File: config.mk
export PLATFORM = sky130hd
export DESIGN_NAME = bus_slave_demux_flat
export DESIGN_NICKNAME = d
export VERILOG_FILES = /design/src/rtl/bus_slave_demux_pkg.sv /design/src/rtl/bus_slave_demux_if.sv /design/src/rtl/bus_slave_demux_decoder.sv /design/src/rtl/bus_slave_demux.sv /design/src/flat_wrapper.sv
export SDC_FILE = /design/constraint.sdc
export NUM_CORES = 1
export LEC_CHECK = 0
export BUFFER_PORTS_ARGS = -buffer_cell sky130_fd_sc_hd__buf_2
export CORE_AREA = 2 2 121 123
export CTS_BUF_LIST = sky130_fd_sc_hd__clkbuf_8
export DETAILED_ROUTE_END_ITERATION = 16
export DIE_AREA = 0 0 123 125
export PLACE_DENSITY = 0.6
export REMOVE_ABC_BUFFERS = 1
export SYNTH_ARGS = -nofsm -noshare
export SYNTH_HDL_FRONTEND = slang
export SYNTH_SLANG_ARGS = --single-unit
File: constraint.sdc
create_clock -name clk -period 1.4 [get_ports clk]
set_input_delay 0.28 -clock clk [delete_from_list [all_inputs] [get_ports clk]]
set_output_delay 0.28 -clock clk [all_outputs]
set_load 0.01 [all_outputs]
File: src/rtl/bus_slave_demux_pkg.sv
// Shared types and constants for the responder-side bus demultiplexer:
// request/response records, FSM states and the default address map.
package bus_slave_demux_pkg;

    localparam int ADDR_W = 30;
    localparam int DATA_W = 32;
    localparam int STRB_W = 4;

    typedef struct packed {
        logic [ADDR_W-1:0] address;
        logic              write;
        logic [DATA_W-1:0] wdata;
        logic [STRB_W-1:0] strobe;
    } bus_req_t;

    typedef struct packed {
        logic              valid;
        logic              error;
        logic [DATA_W-1:0] rdata;
    } bus_resp_t;

    typedef enum logic [0:0] {
        ST_IDLE   = 1'b0,
        ST_ACCESS = 1'b1
    } demux_state_t;

    localparam int DEFAULT_NUM_SLAVES = 4;
    localparam logic [DEFAULT_NUM_SLAVES*ADDR_W-1:0] DEFAULT_SLAVE_BASE = '0;
    localparam logic [DEFAULT_NUM_SLAVES*ADDR_W-1:0] DEFAULT_SLAVE_MASK = '0;

endpackage

File: src/rtl/bus_slave_demux_if.sv
// Common master bus plus fan-out slave bus seen by the demultiplexer.
// master = upstream requester, slave = the demux itself, periph = the slaves.
interface bus_slave_demux_if
    import bus_slave_demux_pkg::*;
#(
    parameter int NUM_SLAVES = 4
);
    logic                         req_valid;
    logic                         req_ready;
    logic [ADDR_W-1:0]            req_address;
    logic                         req_write;
    logic [DATA_W-1:0]            req_wdata;
    logic [STRB_W-1:0]            req_strobe;
    logic                         resp_valid;
    logic [DATA_W-1:0]            resp_rdata;
    logic                         resp_error;
    logic [NUM_SLAVES-1:0]        slv_sel;
    logic [ADDR_W-1:0]            slv_address;
    logic                         slv_write;
    logic [DATA_W-1:0]            slv_wdata;
    logic [STRB_W-1:0]            slv_strobe;
    logic [NUM_SLAVES-1:0]        slv_ack;
    logic [NUM_SLAVES*DATA_W-1:0] slv_rdata;

    modport master (
        output req_valid, req_address, req_write, req_wdata, req_strobe,
        input  req_ready, resp_valid, resp_rdata, resp_error
    );

    modport slave (
        input  req_valid, req_address, req_write, req_wdata, req_strobe,
        output req_ready, resp_valid, resp_rdata, resp_error,
        output slv_sel, slv_address, slv_write, slv_wdata, slv_strobe,
        input  slv_ack, slv_rdata
    );

    modport periph (
        input  slv_sel, slv_address, slv_write, slv_wdata, slv_strobe,
        output slv_ack, slv_rdata
    );

endinterface

File: src/rtl/bus_slave_demux_decoder.sv
// Combinational address decoder: lowest-index region whose masked compare
// matches wins, so overlapping regions resolve deterministically.
module bus_addr_decoder
    import bus_slave_demux_pkg::*;
#(
    parameter int                            NUM_SLAVES = 4,
    parameter int                            IDX_W      = 2,
    parameter logic [NUM_SLAVES*ADDR_W-1:0] SLAVE_BASE = '0,
    parameter logic [NUM_SLAVES*ADDR_W-1:0] SLAVE_MASK = '0
) (
    input  logic [ADDR_W-1:0] address,
    output logic              hit,
    output logic [IDX_W-1:0]  idx
);

    // Scan from the top index down so the lowest matching index is left last.
    always_comb begin
        hit = 1'b0;
        idx = '0;
        for (int i = NUM_SLAVES - 1; i >= 0; i--) begin
            if ((address & SLAVE_MASK[i*ADDR_W +: ADDR_W]) == SLAVE_BASE[i*ADDR_W +: ADDR_W]) begin
                hit = 1'b1;
                idx = IDX_W'(i);
            end else begin
                hit = hit;
            end
        end
    end

endmodule

File: src/rtl/bus_slave_demux.sv
// Responder-side demultiplexer: decodes one common bus onto NUM_SLAVES ports,
// holds the access until ack or timeout, and returns a one-cycle response.
module bus_slave_demux
    import bus_slave_demux_pkg::*;
#(
    parameter int                            NUM_SLAVES = 4,
    parameter logic [NUM_SLAVES*ADDR_W-1:0] SLAVE_BASE = '0,
    parameter logic [NUM_SLAVES*ADDR_W-1:0] SLAVE_MASK = '0,
    parameter int                            TIMEOUT    = 15
) (
    input  logic                  clk,
    input  logic                  rst,
    bus_slave_demux_if.slave      bus
);

    localparam int IDX_W = (NUM_SLAVES > 1) ? $clog2(NUM_SLAVES) : 1;
    localparam int CNT_W = (TIMEOUT > 1) ? $clog2(TIMEOUT + 1) : 1;

    demux_state_t          state_r;
    bus_req_t              req_r;
    bus_resp_t             resp_r;
    logic [NUM_SLAVES-1:0] sel_r;
    logic [IDX_W-1:0]      idx_r;
    logic [CNT_W-1:0]      cnt_r;

    logic                  dec_hit_s;
    logic [IDX_W-1:0]      dec_idx_s;
    logic                  ack_s;
    logic [DATA_W-1:0]     rdata_s;
    logic                  accept_s;

    bus_addr_decoder #(
        .NUM_SLAVES (NUM_SLAVES),
        .IDX_W      (IDX_W),
        .SLAVE_BASE (SLAVE_BASE),
        .SLAVE_MASK (SLAVE_MASK)
    ) u_decoder (
        .address (bus.req_address),
        .hit     (dec_hit_s),
        .idx     (dec_idx_s)
    );

    // Only the latched slave's ack and data are observed; all others are ignored.
    always_comb begin
        ack_s   = 1'b0;
        rdata_s = '0;
        for (int i = 0; i < NUM_SLAVES; i++) begin
            if (idx_r == IDX_W'(i)) begin
                ack_s   = bus.slv_ack[i];
                rdata_s = bus.slv_rdata[i*DATA_W +: DATA_W];
            end else begin
                ack_s   = ack_s;
                rdata_s = rdata_s;
            end
        end
    end

    assign accept_s = bus.req_valid && (state_r == ST_IDLE);

    // Access FSM with registered select, latched request and response pulse.
    always_ff @(posedge clk) begin
        if (rst) begin
            state_r <= ST_IDLE;
            req_r   <= '0;
            resp_r  <= '0;
            sel_r   <= '0;
            idx_r   <= '0;
            cnt_r   <= '0;
        end else begin
            resp_r <= '0;
            case (state_r)
                ST_IDLE: begin
                    if (accept_s && dec_hit_s) begin
                        req_r <= '{address: bus.req_address, write: bus.req_write,
                                   wdata: bus.req_wdata, strobe: bus.req_strobe};
                        idx_r <= dec_idx_s;
                        cnt_r <= '0;
                        sel_r <= '0;
                        sel_r[dec_idx_s] <= 1'b1;
                        state_r <= ST_ACCESS;
                    end else if (accept_s) begin
                        resp_r <= '{valid: 1'b1, error: 1'b1, rdata: '0};
                    end else begin
                        state_r <= ST_IDLE;
                    end
                end
                ST_ACCESS: begin
                    // Ack is checked first so a late ack still beats the timeout.
                    if (ack_s) begin
                        resp_r  <= '{valid: 1'b1, error: 1'b0,
                                     rdata: req_r.write ? '0 : rdata_s};
                        sel_r   <= '0;
                        cnt_r   <= '0;
                        state_r <= ST_IDLE;
                    end else if (cnt_r == CNT_W'(TIMEOUT - 1)) begin
                        resp_r  <= '{valid: 1'b1, error: 1'b1, rdata: '0};
                        sel_r   <= '0;
                        cnt_r   <= '0;
                        state_r <= ST_IDLE;
                    end else begin
                        cnt_r <= cnt_r + CNT_W'(1);
                    end
                end
                default: begin
                    sel_r   <= '0;
                    cnt_r   <= '0;
                    state_r <= ST_IDLE;
                end
            endcase
        end
    end

    assign bus.req_ready   = (state_r == ST_IDLE) && !rst;
    assign bus.resp_valid  = resp_r.valid;
    assign bus.resp_error  = resp_r.error;
    assign bus.resp_rdata  = resp_r.rdata;
    assign bus.slv_sel     = sel_r;
    assign bus.slv_address = req_r.address;
    assign bus.slv_write   = req_r.write;
    assign bus.slv_wdata   = req_r.wdata;
    assign bus.slv_strobe  = req_r.strobe;

endmodule

File: src/flat_wrapper.sv
// flat-port wrapper written by rule: the top's interface ports become plain ports
module bus_slave_demux_flat import bus_slave_demux_pkg::*;
#(
    parameter int                            NUM_SLAVES = 4,
    parameter logic [NUM_SLAVES*ADDR_W-1:0] SLAVE_BASE = '0,
    parameter logic [NUM_SLAVES*ADDR_W-1:0] SLAVE_MASK = '0,
    parameter int                            TIMEOUT    = 15
)
  (clk, rst, bus_req_valid, bus_req_address, bus_req_write, bus_req_wdata, bus_req_strobe, bus_req_ready, bus_resp_valid, bus_resp_rdata, bus_resp_error, bus_slv_sel, bus_slv_address, bus_slv_write, bus_slv_wdata, bus_slv_strobe, bus_slv_ack, bus_slv_rdata);
  bus_slave_demux_if #(.NUM_SLAVES(NUM_SLAVES)) bus_i ();
  input  logic clk;
  input  logic rst;
  input wire logic [$bits(bus_i.req_valid)-1:0] bus_req_valid;
  input wire logic [$bits(bus_i.req_address)-1:0] bus_req_address;
  input wire logic [$bits(bus_i.req_write)-1:0] bus_req_write;
  input wire logic [$bits(bus_i.req_wdata)-1:0] bus_req_wdata;
  input wire logic [$bits(bus_i.req_strobe)-1:0] bus_req_strobe;
  output wire logic [$bits(bus_i.req_ready)-1:0] bus_req_ready;
  output wire logic [$bits(bus_i.resp_valid)-1:0] bus_resp_valid;
  output wire logic [$bits(bus_i.resp_rdata)-1:0] bus_resp_rdata;
  output wire logic [$bits(bus_i.resp_error)-1:0] bus_resp_error;
  output wire logic [$bits(bus_i.slv_sel)-1:0] bus_slv_sel;
  output wire logic [$bits(bus_i.slv_address)-1:0] bus_slv_address;
  output wire logic [$bits(bus_i.slv_write)-1:0] bus_slv_write;
  output wire logic [$bits(bus_i.slv_wdata)-1:0] bus_slv_wdata;
  output wire logic [$bits(bus_i.slv_strobe)-1:0] bus_slv_strobe;
  input wire logic [$bits(bus_i.slv_ack)-1:0] bus_slv_ack;
  input wire logic [$bits(bus_i.slv_rdata)-1:0] bus_slv_rdata;
  assign bus_i.req_valid = bus_req_valid;
  assign bus_i.req_address = bus_req_address;
  assign bus_i.req_write = bus_req_write;
  assign bus_i.req_wdata = bus_req_wdata;
  assign bus_i.req_strobe = bus_req_strobe;
  assign bus_req_ready = bus_i.req_ready;
  assign bus_resp_valid = bus_i.resp_valid;
  assign bus_resp_rdata = bus_i.resp_rdata;
  assign bus_resp_error = bus_i.resp_error;
  assign bus_slv_sel = bus_i.slv_sel;
  assign bus_slv_address = bus_i.slv_address;
  assign bus_slv_write = bus_i.slv_write;
  assign bus_slv_wdata = bus_i.slv_wdata;
  assign bus_slv_strobe = bus_i.slv_strobe;
  assign bus_i.slv_ack = bus_slv_ack;
  assign bus_i.slv_rdata = bus_slv_rdata;
  bus_slave_demux #(.NUM_SLAVES(NUM_SLAVES), .SLAVE_BASE(SLAVE_BASE), .SLAVE_MASK(SLAVE_MASK), .TIMEOUT(TIMEOUT)) u_core (.clk(clk), .rst(rst), .bus(bus_i));
endmodule
==> qor.csv <==
stage;metric;value;unit
floorplanning;die_h;125;microns
clock_network;postCtsSetupRepairBufs;0;
routing;drt_iter0_drc;127;
clock_network;clkTransAtPathRegs;0.09;ns
cells_and_area;antenna_cells;0;
setup_path;r2r-start;u_core.cnt_r[0];
setup_path;startpoint_type;register;
global_route;grt_antenna_before_repair;0;
routing;drtAntennaViolNets;0;
run_status;outcome;finished clean;
setup_path;critPathCaptureType;output port;
floorplanning;dieArea;15400;sq um
cells_and_area;drive_above_1_share;38.4;%
global_route;grt_pass1_wl;14.6;mm
setup_path;cp.arrival;0.98;ns
setup_path;crit_buf_inv;1;
sta;fin_crit_sh;89.9;%
setup_path;crit_chain;buf_2;
setup_path;path_delay_family;flip-flops;
placement;dpl.cell_count;775;
setup_path;cp.required;1.12;ns
synthesis;yosysUniqueCellTypes;26;
setup_path;cp_slowest_cell;dfxtp_1;
clock_network;clk_latency;0.37;ns
sta;fin_skew;0.00330;ns
global_route;grt_pass1_vias;3046;
setup_path;cp_max_fo;3;
setup_path;criticalPathCategory;reg -> out;
placement;port_buffers;205;
synthesis;synth_area;3550;sq um
pwr;leakage;0.00242;uW
floorplanning;rows;44;
clock_network;cts_buffers;9;
sta;fmax;0.794;GHz
clock_network;h-tree-depth;3;
cells_and_area;stdcell_area;4980;sq um
floorplanning;core;14200;sq um
setup_path;critPathMaxStageDelay;0.43;ns
clock_network;clockBufferDepth;2;
clock_network;cts_tree;built;
floorplanning;start_util;25.0;%
synthesis;seq_area_frac_synth;60.3;%
synthesis;avgSynthCellArea;8.80;sq um
cells_and_area;syn_to_final_growth;40.3;%
routing;dr_total_vias;3275;
cells_and_area;multi_input_area;1260;sq um
pwr;p_total;5770;uW
pwr;p_per_area;1160;nW/um^2
sta;finalSetupViolations;0;
sta;drv_slew;0;
placement;hpwl;6.74;mm
cells_and_area;nets;806;
cells_and_area;final_cells;790;
clock_network;cts_root_buf;clkbuf_8;
routing;drt_pass1_iterations;4;
cells_and_area;nFillCells;1526;
routing;vias_per_cell;4.15;
sta;hold_violations;0;
min_path;holdCritStartpoint;bus_slv_rdata[27];
placement;dpl-instance-area;4790;sq um
setup_path;cp-startpoint;u_core.bus.slv_write;
global_route;grt_max_degree;49;
placement;finalWeightedCongestion;0.724;
floorplanning;num_io_pins;308;
sta;rsz0062_at_grt;false;
synthesis;synth-seq-cells;107;
synthesis;syn_inst;404;
floorplanning;die_w;123;microns
global_route;grt_use_total;12.1;%
synthesis;yosysWarnings;0;
pwr;peakVddDrop;1.03;mV
cells_and_area;regArea;2140;sq um
clock_network;cts_hold_buf;0;
routing;avgRoutedWirePerCell;11.7;microns
sta;min_period;1.26;ns
min_path;hold_path_class;in -> reg;
routing;totalWireLength;9.28;mm
routing;drc;0;
job;drv_cap;0;
clock_network;cts.sinks;107;
global_route;overflow;0;
==> cell type report <==
| cell class | instances | share of cell area, % |
|---|---|---|
| well taps | 184 | 4.62 |
| clock inverters | 6 | 1.20 |
| flip-flops and latches | 107 | 43.0 |
| clock buffers | 9 | 2.48 |
| repair buffers | 215 | 23.1 |
| multi-input cells | 266 | 25.4 |
| inverters | 3 | 0.226 |
==> per-stage QoR <==
step / hold WS, ns / setup WS (ns) / setup TNS, ns / utilization [%]
floorplan: 0.349 / -1.47 / -99.79 / -
global placement: 0.440 / 0.0620 / 0 / 33.8
detailed placement: 0.443 / 0.0624 / 0 / 33.8
CTS: 0.0622 / 0.0233 / 0 / 35.1
global route: 0.0642 / 0.0154 / 0 / 35.1
finish: 0.101 / 0.141 / 0 / 35.1
==> synth_stat cells, drive strengths merged <==
library cell,instances,area (sq um)
nand3b,2,15.0
and2,32,200
nand2b,2,12.5
clkbuf,13,52.6
conb,1,3.75
o21ai,2,10.0
nor2,2,7.51
nand2,136,510
a21oi,70,350
ha,2,25.0
inv,3,11.3
buf,17,105
o31ai,2,15.0
nor4b,1,23.8
nor2b,2,12.5
a31oi,3,18.8
nand4,1,6.26
nand3,2,10.0
or3,1,6.26
nor3,3,15.0
dfxtp,107,2140
==> layer usage <==
layer  global-route usage, %  routed length (microns)  up-vias  part of all wire (%)
met5                       0                        0        -                     0
met1                    13.6                     3930     1435                    42
met3                    6.52                     1110        8                    12
li1                        -                        -     1678                     -
met4                    3.41                      102        0                   1.1
met2                    19.9                     4150      154                    45
==> worst paths after layout <==
| check | slack (ns) | depth (start not counted) | to |
|---|---|---|---|
| min reg2reg | 0.45 | 2 | u_core.bus.slv_address[8] |
| max reg2reg | 0.15 | 5 | u_core.cnt_r[1] |
| max | 0.14 | 1 | bus_slv_write |
| min | 0.10 | 2 | u_core.bus.resp_rdata[27] |
==> placed cells by master (no fill, tap or decap), drive strengths merged <==
cell type / instances
clkinvlp: 3
o31ai: 2
bufinv: 1
or3: 1
and2: 32
a21oi: 70
a31oi: 3
o21ai: 2
buf: 215
conb: 3
nand3b: 2
nor2: 2
nand4: 1
nor3: 3
nor4b: 1
nand3: 2
nand2b: 2
inv: 5
nand2: 136
ha: 2
nor2b: 2
dfxtp: 107
clkbuf: 9
==> state kept, by name (all words and copies together), names as in the netlist <==
register and flops:
u_core.bus.slv_wdata 32, u_core.bus.resp_valid 1, u_core.bus.resp_error 1, u_core.cnt_r 4, u_core.bus.slv_strobe 4, u_core.bus.resp_rdata 32, u_core.bus.slv_address 30, u_core.state_r 1
u_core.bus.slv_sel 1, u_core.bus.slv_write 1
==> repair_timing <==
action,CTS,global route
gates resized for setup,0,2
endpoints found under the hold margin,0,0
setup endpoints to repair,0,38
==> cells by family (layout without fill, tap and decap cells) <==
family / after synthesis / after routing / synth area share, %
buffers and inverters: 33 / 233 / 4.75
AO/OA/AOI/OAI: 77 / 77 / 11.1
flip-flops: 107 / 107 / 60.3
AND/OR/NAND/NOR: 184 / 184 / 23.1
adder cells (fa/ha/maj): 2 / 2 / 0.704
other: 1 / 3 / 0.106
==> where the power goes <==
group | total (uW) | switching (uW) | internal [uW]
logic | 706 | 384 | 322
registers | 3240 | 62.0 | 3180
clock network | 1820 | 1020 | 805
Power figures use the tool's default switching activity.
